## config.mk

```make
export PLATFORM = sky130hd
export DESIGN_NAME = simmem_resp_bank
export DESIGN_NICKNAME = d
export VERILOG_FILES = /design/src/rtl/simmem_pkg.sv /design/src/rtl/simmem_lowest_one.sv /design/src/rtl/simmem_resp_bank.sv
export SDC_FILE = /design/constraint.sdc
export NUM_CORES = 2
export LEC_CHECK = 0
export CORE_UTILIZATION = 35
export DETAILED_ROUTE_END_ITERATION = 12
export PLACE_DENSITY = 0.54
export SLEW_MARGIN = 15
export SYNTH_ARGS = -nofsm -noshare
export SYNTH_HDL_FRONTEND = slang
export SYNTH_SLANG_ARGS = --single-unit
```

## constraint.sdc

```tcl
create_clock -name clk_i -period 12.05 [get_ports clk_i]
set_clock_uncertainty 0.05 [all_clocks]
set_input_delay 2.41 -clock clk_i [delete_from_list [all_inputs] [get_ports clk_i]]
set_output_delay 2.41 -clock clk_i [all_outputs]
set_load 0.02 [all_outputs]
```

## src/rtl/simmem_pkg.sv

```systemverilog
// Shared types and sizing for the simulated memory controller.
// Response banks take plain widths derived from the structs below.
package simmem_pkg;

  localparam int unsigned RespBankNumIds = 16;
  localparam int unsigned WriteRespBankTotalCapacity = 32;
  localparam int unsigned ReadDataBankTotalCapacity = 32;
  localparam int unsigned RespIdWidth = $clog2(RespBankNumIds);

  typedef struct packed {
    logic [9:0]             rsp;
    logic [RespIdWidth-1:0] id;
  } wresp_t;

  typedef struct packed {
    logic [31:0]            data;
    logic [1:0]             rsp;
    logic                   last;
    logic [RespIdWidth-1:0] id;
  } rdata_t;

  localparam int unsigned WrespWidth = $bits(wresp_t);
  localparam int unsigned RdataWidth = $bits(rdata_t);

endpackage

```

## src/rtl/simmem_lowest_one.sv

```systemverilog
// Priority encoder: index of the lowest set bit plus an any-set flag.
module simmem_lowest_one #(
  parameter int unsigned Width    = 32,
  parameter int unsigned IdxWidth = (Width > 1) ? $clog2(Width) : 1
) (
  input  logic [Width-1:0]    in_i,
  output logic [IdxWidth-1:0] idx_o,
  output logic                any_o
);

  always_comb begin
    idx_o = '0;
    any_o = 1'b0;
    for (int i = int'(Width) - 1; i >= 0; i--) begin
      if (in_i[i]) begin
        idx_o = IdxWidth'(i);
        any_o = 1'b1;
      end
    end
  end

endmodule

```

## src/rtl/simmem_resp_bank.sv

```systemverilog
// Response bank with per-ID reservation: slots form one linked list per ID,
// filled in reservation order and drained when the delay logic releases the ID.
module simmem_resp_bank
  import simmem_pkg::*;
#(
  parameter int unsigned NumIds        = RespBankNumIds,
  parameter int unsigned IDWidth       = $clog2(NumIds),
  parameter int unsigned DataWidth     = WrespWidth,
  parameter int unsigned TotalCapacity = WriteRespBankTotalCapacity,
  parameter int unsigned SlotWidth     = $clog2(TotalCapacity)
) (
  input  logic                 clk_i,
  input  logic                 rst_i,
  input  logic                 rsv_valid_i,
  input  logic [IDWidth-1:0]   rsv_id_i,
  output logic                 rsv_ready_o,
  output logic [SlotWidth-1:0] rsv_slot_o,
  input  logic                 in_valid_i,
  input  logic [DataWidth-1:0] in_data_i,
  output logic                 in_ready_o,
  input  logic [NumIds-1:0]    release_en_i,
  output logic                 out_valid_o,
  output logic [DataWidth-1:0] out_data_o,
  input  logic                 out_ready_i
);

  localparam int unsigned CntWidth = $clog2(TotalCapacity + 1);

  typedef logic [SlotWidth-1:0] slot_t;
  typedef logic [CntWidth-1:0]  cnt_t;
  typedef logic [IDWidth-1:0]   id_t;

  logic [TotalCapacity-1:0]                reserved_q;
  logic [TotalCapacity-1:0]                filled_q;
  slot_t [TotalCapacity-1:0]               nxt_q;
  logic [TotalCapacity-1:0][DataWidth-1:0] data_q;

  slot_t [NumIds-1:0] head_q;
  slot_t [NumIds-1:0] tail_q;
  slot_t [NumIds-1:0] fill_ptr_q;
  cnt_t  [NumIds-1:0] n_rsv_q;
  cnt_t  [NumIds-1:0] n_unfilled_q;

  logic [NumIds-1:0] cand;
  slot_t free_slot;
  logic  free_any;
  id_t   out_id;
  logic  out_any;
  id_t   in_id;
  slot_t in_slot;
  slot_t out_slot;
  logic  rsv_fire;
  logic  in_fire;
  logic  out_fire;
  logic  rsv_head;
  logic  rsv_fill;

  simmem_lowest_one #(
    .Width    (TotalCapacity),
    .IdxWidth (SlotWidth)
  ) u_free (
    .in_i  (~reserved_q),
    .idx_o (free_slot),
    .any_o (free_any)
  );

  always_comb begin
    cand = '0;
    for (int i = 0; i < int'(NumIds); i++) begin
      cand[i] = (n_rsv_q[i] != '0) && filled_q[head_q[i]]
                && release_en_i[i];
    end
  end

  simmem_lowest_one #(
    .Width    (NumIds),
    .IdxWidth (IDWidth)
  ) u_arb (
    .in_i  (cand),
    .idx_o (out_id),
    .any_o (out_any)
  );

  assign in_id    = in_data_i[IDWidth-1:0];
  assign in_slot  = fill_ptr_q[in_id];
  assign out_slot = head_q[out_id];

  assign rsv_ready_o = free_any & ~rst_i;
  assign rsv_slot_o  = rst_i ? '0 : free_slot;
  assign in_ready_o  = ~rst_i & (n_unfilled_q[in_id] != '0);
  assign out_valid_o = out_any & ~rst_i;
  assign out_data_o  = rst_i ? '0 : data_q[out_slot];

  assign rsv_fire = rsv_valid_i & rsv_ready_o;
  assign in_fire  = in_valid_i & in_ready_o;
  assign out_fire = out_valid_o & out_ready_i;

  // Same-ID output/fill this cycle can empty the list; the new slot then
  // becomes head or fill pointer since the old next link is stale.
  assign rsv_head = (n_rsv_q[rsv_id_i] == '0)
                  || (out_fire && (out_id == rsv_id_i)
                      && (n_rsv_q[rsv_id_i] == cnt_t'(1)));
  assign rsv_fill = (n_unfilled_q[rsv_id_i] == '0)
                  || (in_fire && (in_id == rsv_id_i)
                      && (n_unfilled_q[rsv_id_i] == cnt_t'(1)));

  always_ff @(posedge clk_i) begin
    if (rst_i) begin
      reserved_q   <= '0;
      filled_q     <= '0;
      n_rsv_q      <= '0;
      n_unfilled_q <= '0;
    end else begin
      if (out_fire) begin
        reserved_q[out_slot] <= 1'b0;
        head_q[out_id]       <= nxt_q[out_slot];
      end
      if (in_fire) begin
        filled_q[in_slot]  <= 1'b1;
        data_q[in_slot]    <= in_data_i;
        fill_ptr_q[in_id]  <= nxt_q[in_slot];
      end
      if (rsv_fire) begin
        reserved_q[free_slot] <= 1'b1;
        filled_q[free_slot]   <= 1'b0;
        tail_q[rsv_id_i]      <= free_slot;
        if (n_rsv_q[rsv_id_i] != '0) begin
          nxt_q[tail_q[rsv_id_i]] <= free_slot;
        end
        if (rsv_head) begin
          head_q[rsv_id_i] <= free_slot;
        end
        if (rsv_fill) begin
          fill_ptr_q[rsv_id_i] <= free_slot;
        end
      end
      for (int i = 0; i < int'(NumIds); i++) begin
        n_rsv_q[i] <= n_rsv_q[i]
          + cnt_t'(rsv_fire && (rsv_id_i == id_t'(i)))
          - cnt_t'(out_fire && (out_id == id_t'(i)));
        n_unfilled_q[i] <= n_unfilled_q[i]
          + cnt_t'(rsv_fire && (rsv_id_i == id_t'(i)))
          - cnt_t'(in_fire && (in_id == id_t'(i)));
      end
    end
  end

endmodule
```

# After elaboration in Yosys (flattened, before gate mapping)
# Cells that the tools add are included.
# Widths: inputs -> output; s select.
dict set report op_classes {
  add_sub_neg 64
  order_cmp 30
  n_eq_ne 49
  muxes 185
  bitwise 14
  n_reduce_logical 119
}
# op count
set ops {}
lappend ops {{$mux 80} 8}
lappend ops {{$bwmux 448} 1}
lappend ops {{$bwmux 80} 5}
lappend ops {{$mux 5} 42}
lappend ops {{$add 6x1->6} 32}
lappend ops {{$mux 32} 6}
lappend ops {{$sub 6x1->6} 32}
lappend ops {{$bwmux 160} 1}
lappend ops {{$lt 5x6->1 const B} 20}
lappend ops {{$reduce_bool 6->1} 18}
lappend ops {{$eq 4x4->1 const B} 24}
lappend ops {{$not 32->32} 3}
lappend ops {{$logic_and 1x1->1} 91}
lappend ops {{$bmux 1 s5} 16}
lappend ops {{$bmux 6 s4} 3}
lappend ops {{$bmux 14 s5} 1}
lappend ops {{$demux 14 s5} 1}
lappend ops {{$mux 1} 67}
lappend ops {{$and 32x32->32} 2}
lappend ops {{$mux 4} 16}
lappend ops {{$or 32x32->32} 2}
lappend ops {{$bmux 5 s4} 3}
lappend ops {{$demux 5 s4} 3}
lappend ops {{$bmux 5 s5} 2}
lappend ops {{19 further kinds} 62}
dict set report word_totals {
  reg_bits 1104
  input_bits 39
  out_inout_bits 22
  word_cells 607
}

# Logic depth before layout (Yosys ltp)
dict set report logic_depth {
  ltp_word 40
  mapped_depth 25
  depth_no_buf 23
}

# Cells and area by module
# A second synthesis with hierarchy kept.
dict set report hier_totals {
  cells_unflattened 5210
  area_unflattened_um2 59000.3
}
# mod instances cells_per_inst area_per_inst_um2 seq_area_each_um2
set by_module_without_submodules {}
lappend by_module_without_submodules {simmem_resp_bank 1 5112 58451.1 30589.3}
lappend by_module_without_submodules {{simmem_lowest_one at u_free} 1 65 370.4 0.0}
lappend by_module_without_submodules {{simmem_lowest_one at u_arb} 1 33 178.9 0.0}

# Worst setup path after synthesis
# OpenSTA, ideal clock, no wires.
dict set report synth_path {
  path_kind {in2out}
  from {input release_en_i[2]}
  to {output out_data_o[0]}
  arrival_time_ns 6.116
  required_ns 9.590
  path_slack_ns 3.474
  stages 19
  n_path_buf 6
  cell_sequence {o31a_1 -> and3b_1 -> a31o_1 -> o21ai_2 -> a21oi_2 -> a211o_1 -> buf_4 -> buf_6 -> mux2i_1 -> a22oi_1 -> nor4b_2 -> buf_4 -> buf_4 -> buf_4 -> buf_2 -> mux2i_1 -> o22ai_1 -> nor4_1 -> o21a_1}
}
dict set report synth_between {
  elab_chain_cells 9
}
# item line_no
set synth_rtl {}
lappend synth_rtl {{from (decl)} simmem_resp_bank.sv:21} ;# input logic [NumIds-1:0] release_en_i,
lappend synth_rtl {{$logic_and 1x1->1} simmem_resp_bank.sv:71} ;# && release_en_i[i];
lappend synth_rtl {{$mux 4 (3 in a row)} simmem_lowest_one.sv:15} ;# if (in_i[i]) begin
lappend synth_rtl {{$bmux 5 s4} simmem_resp_bank.sv:86} ;# assign out_slot = head_q[out_id];
lappend synth_rtl {{$mux 5 (implied by the code)} simmem_resp_bank.sv:86}
lappend synth_rtl {{$bmux 14 s5} simmem_resp_bank.sv:92} ;# assign out_data_o = rst_i ? '0 : data_q[out_slot];
lappend synth_rtl {{$mux 14 (implied by the code)} simmem_resp_bank.sv:92}
lappend synth_rtl {{$mux 14} simmem_resp_bank.sv:92}
lappend synth_rtl {{to (decl)} simmem_resp_bank.sv:23} ;# output logic [DataWidth-1:0] out_data_o,
# No other way between the ends. The select of a mux whose other input is x is not followed.

# Worst setup path in the final report
# Ends and elaborated chain as after synthesis.

==> reports/results.txt <==
status - completed
Worst path slowest cell - or3_1
worst skew pair latency - 0.77 ns
fmax - 0.0888 GHz
TritonCTS clock tree - built
CP max stage delay - 0.98 ns
drt pass-1 iters - 6
crit path cell chain - clkdlybuf4s50_1 > o31a_1 > and3b_1 > a31o_1 > o21ai_2 > a21oi_2 > a211o_1 > a211oi_1 > nor4_1 > and4_1 > or3_1 > a21oi_1 > nor4_1 > o21a_1 > clkdlybuf4s50_1
Slew Viols, Final - 0
GRT Total Usage - 22.8%
vias in the first global route - 42996
Root Buffer - clkbuf_16
Clock Sink Count - 1104
layout cells sized above 1 - 12.8%
P_leak - 23.7 nW
FF-to-FF Start - head_q[10]
EDFF count, synth - 848
worst hold start - reserved_q[24]
switching share of power - 36.7%
Synth Instances - 5319
die height - 413 um
cts repair resizes - 0
Logic pwr share - 32.9%
CP endpoint kind - output port
die area - 171000 sq um
worst-margin pin slew - 1.19 ns
Post-Synth Simple-Gate Area - 14.3%
I/O pins - 61
Vias/cell - 5.81
final wirelength - 197000 um
cell internal pwr - 7.82 mW
Synth area leader - edfxtp_1
DRC Markers - 0
Synth area leaders - edfxtp_1 43%, mux4_2 8.7%, dfxtp_1 8.6%
filler cell count - 16132
reg2reg end - head_q[47]
Rel. slew slack - 20.5%
post-synthesis cell area - 59300 sq um
Reg area - 30600 sq um
Fin Setup TNS - 0 ns
startpoint types - input port
Die X - 413 um
post-synthesis sequential area ratio - 51.6%
Arr. time, crit path - 8.80 ns
Placer Congestion - 1.02
mux share of post-synthesis cell area - 11.1%
global route overflow - 0
pin count of the biggest net entering global routing - 80
Unique masters post-synth - 94
clock slew at reported path FFs - 0.06 ns
area grow syn2layout - 12.3%
Hold Crit Depth - 2
Routed WL per cell - 25.8 um
Yosys reg bits - 1104
worst path required time - 9.59 ns
clk buf depth - 3
Starting Density - 35.4%
CP delay by family, top - simple AND/OR/NAND/NOR gates
initial drt markers - 4922
most frequent cells in the layout - 848 x edfxtp_1, 709 x nand2_1, 359 x nor2_1, 319 x a21oi_1, 256 x dfxtp_1
worst min-delay path category - flop to flop
Crit Path Class - input port to output port
Most used DFF post-synth - edfxtp_1
main combinational cell family by area after synthesis - simple AND/OR/NAND/NOR gates
Final Hold Violating Endpoints - 0
max_cap viols - 0
top-area cell type share of the netlist area - 43.0%
Synth async-reset ratio - 0%
crit-path max FO - 23
Hold EP - reserved_q[24]
WP buf/inv - 2
leading cell type in the layout, fill and taps excluded - edfxtp_1
Final #Nets - 5576
Num CTS Buffers - 130
antenna viol nets, final - 0
xor/xnor cell area share of the yosys netlist - 2.38%
Port Buffer Count - 60
yosys warns - 0
Fin Hold WS - 0.441 ns
Post-Syn Nets - 5584
multi-input logic area - 26200 sq um
Adder-Cell Fraction of Synth Area - 5.18%
complex-gate fraction of the synthesized area - 11.0%
worst vdd ir - 0.244 mV
average cell area after synthesis - 11.1 sq um
initial antenna violation count - 4
Worst Reg-to-Reg Cells - 19
final setup vio count - 0
hold_buf cts - 0
DR vias - 44268
first-pass GRT wire length - 290000 um
Site Rows - 150
unrepaired setup endpoints after global routing - false
power per cell area - 185 nW/um^2
Seq pwr share - 35.4%
H-tree depth - 4
R2R Setup Slk - 4.35 ns
post-CTS setup buffers - 0
NetSw - 4.53 mW
post-DP HPWL - 129000 um
Tmin final - 11.26 ns
Clock Power Share - 31.7%
fin crit share - 93.5%
Core Area - 168000 sq um
-- power groups by stage --
stage	registers (mW)	logic [mW]	clock network (mW)
CTS	4.37	4.02	3.98
global placement	4.44	3.98	0
detailed placement	4.44	4.00	0
global route	4.38	4.33	4.12
finish	4.37	4.06	3.91
floorplan	4.38	2.63	0
-- worst max path at each step --
stage | depth (start not counted) | endpoint | slack [ns] | start
6_report | 15 | out_data_o[0] | 0.79 | release_en_i[2]
3_3_place_gp | 18 | out_data_o[8] | 0.97 | release_en_i[2]
4_1_cts | 18 | out_data_o[8] | 0.92 | release_en_i[2]
5_1_grt | 18 | out_data_o[8] | 0.51 | release_en_i[2]
2_1_floorplan | 19 | out_data_o[0] | 3.47 | release_en_i[2]
3_5_place_dp | 18 | out_data_o[8] | 0.94 | release_en_i[2]
-- per-stage QoR --
| step | utilization [%] | setup WS (ns) | power [mW] | instances | instance area [sq um] |
|---|---|---|---|---|---|
| after global placement | 37.2 | 0.965 | 8.42 | 7381 | 62400 |
| after CTS | 39.7 | 0.923 | 12.4 | 7616 | 66500 |
| after global routing | 39.7 | 0.508 | 12.8 | 7618 | 66600 |
| final | 39.7 | 0.786 | 12.3 | 7619 | 66600 |
| after detailed placement | 37.2 | 0.941 | 8.44 | 7381 | 62400 |
| after floorplan | - | 3.47 | 7.01 | 5319 | 59300 |
-- sequential cells by signal, indices dropped and copies added, names as in the netlist, 80 cells and up --
name / count
n_unfilled_q: 96
fill_ptr_q: 80
n_rsv_q: 96
tail_q: 80
data_q: 448
nxt_q: 160
head_q: 80
-- routing by layer --
metal  global-route usage, %  vias to the layer above  routed length, um
met3                    4.71                      427              17300
li1                        -                    19609                  -
met1                    30.6                    22068              81900
met4                    9.73                        2               8440
met2                    35.7                     2162              89000
met5                       0                        -                  9
-- cell usage after synthesis, drive strengths merged, types with 25 or more instances --
master and number:
a21oi 323, edfxtp 848, a31oi 29, o21bai 33, nand3 254, buf 147, ha 194, a21o 47
o22ai 45, nand4 34, nor2 382, fa 32, dfxtp 256, or2 31, nor2b 64, mux2i 123
clkbuf 209, a211oi 26, nand2 710, o211ai 133, and3 37, o21ai 214, inv 257, nand2b 89
mux4 231, xnor2 93, nor3 76, a22oi 25, nor4 44, xor2 68
-- cells by family after synthesis --
logic type,count (synthesis)
AO/OA/AOI/OAI,1022
flip-flops,1104
AND/OR/NAND/NOR,1822
multiplexers,367
adder cells (fa/ha/maj),226
XOR/XNOR,161
buffers and inverters,617
-- tightest hold or removal path: stages (launching register included) --
cell and delay (ns):
dfxtp_1 0.31, o21ai_0 0.07, a21oi_1 0.06
-- cell type report --
cell class	instances	area share, %
Sequential cell	1104	46.0
Antenna cell	1	0.00376
Clock inverter	68	0.895
Inverter	261	1.48
Multi-Input combinational cell	3598	39.4
Timing Repair Buffer	216	2.80
Clock buffer	167	5.33
Tap cell	2204	4.14
(Power assumes the default switching activity.)
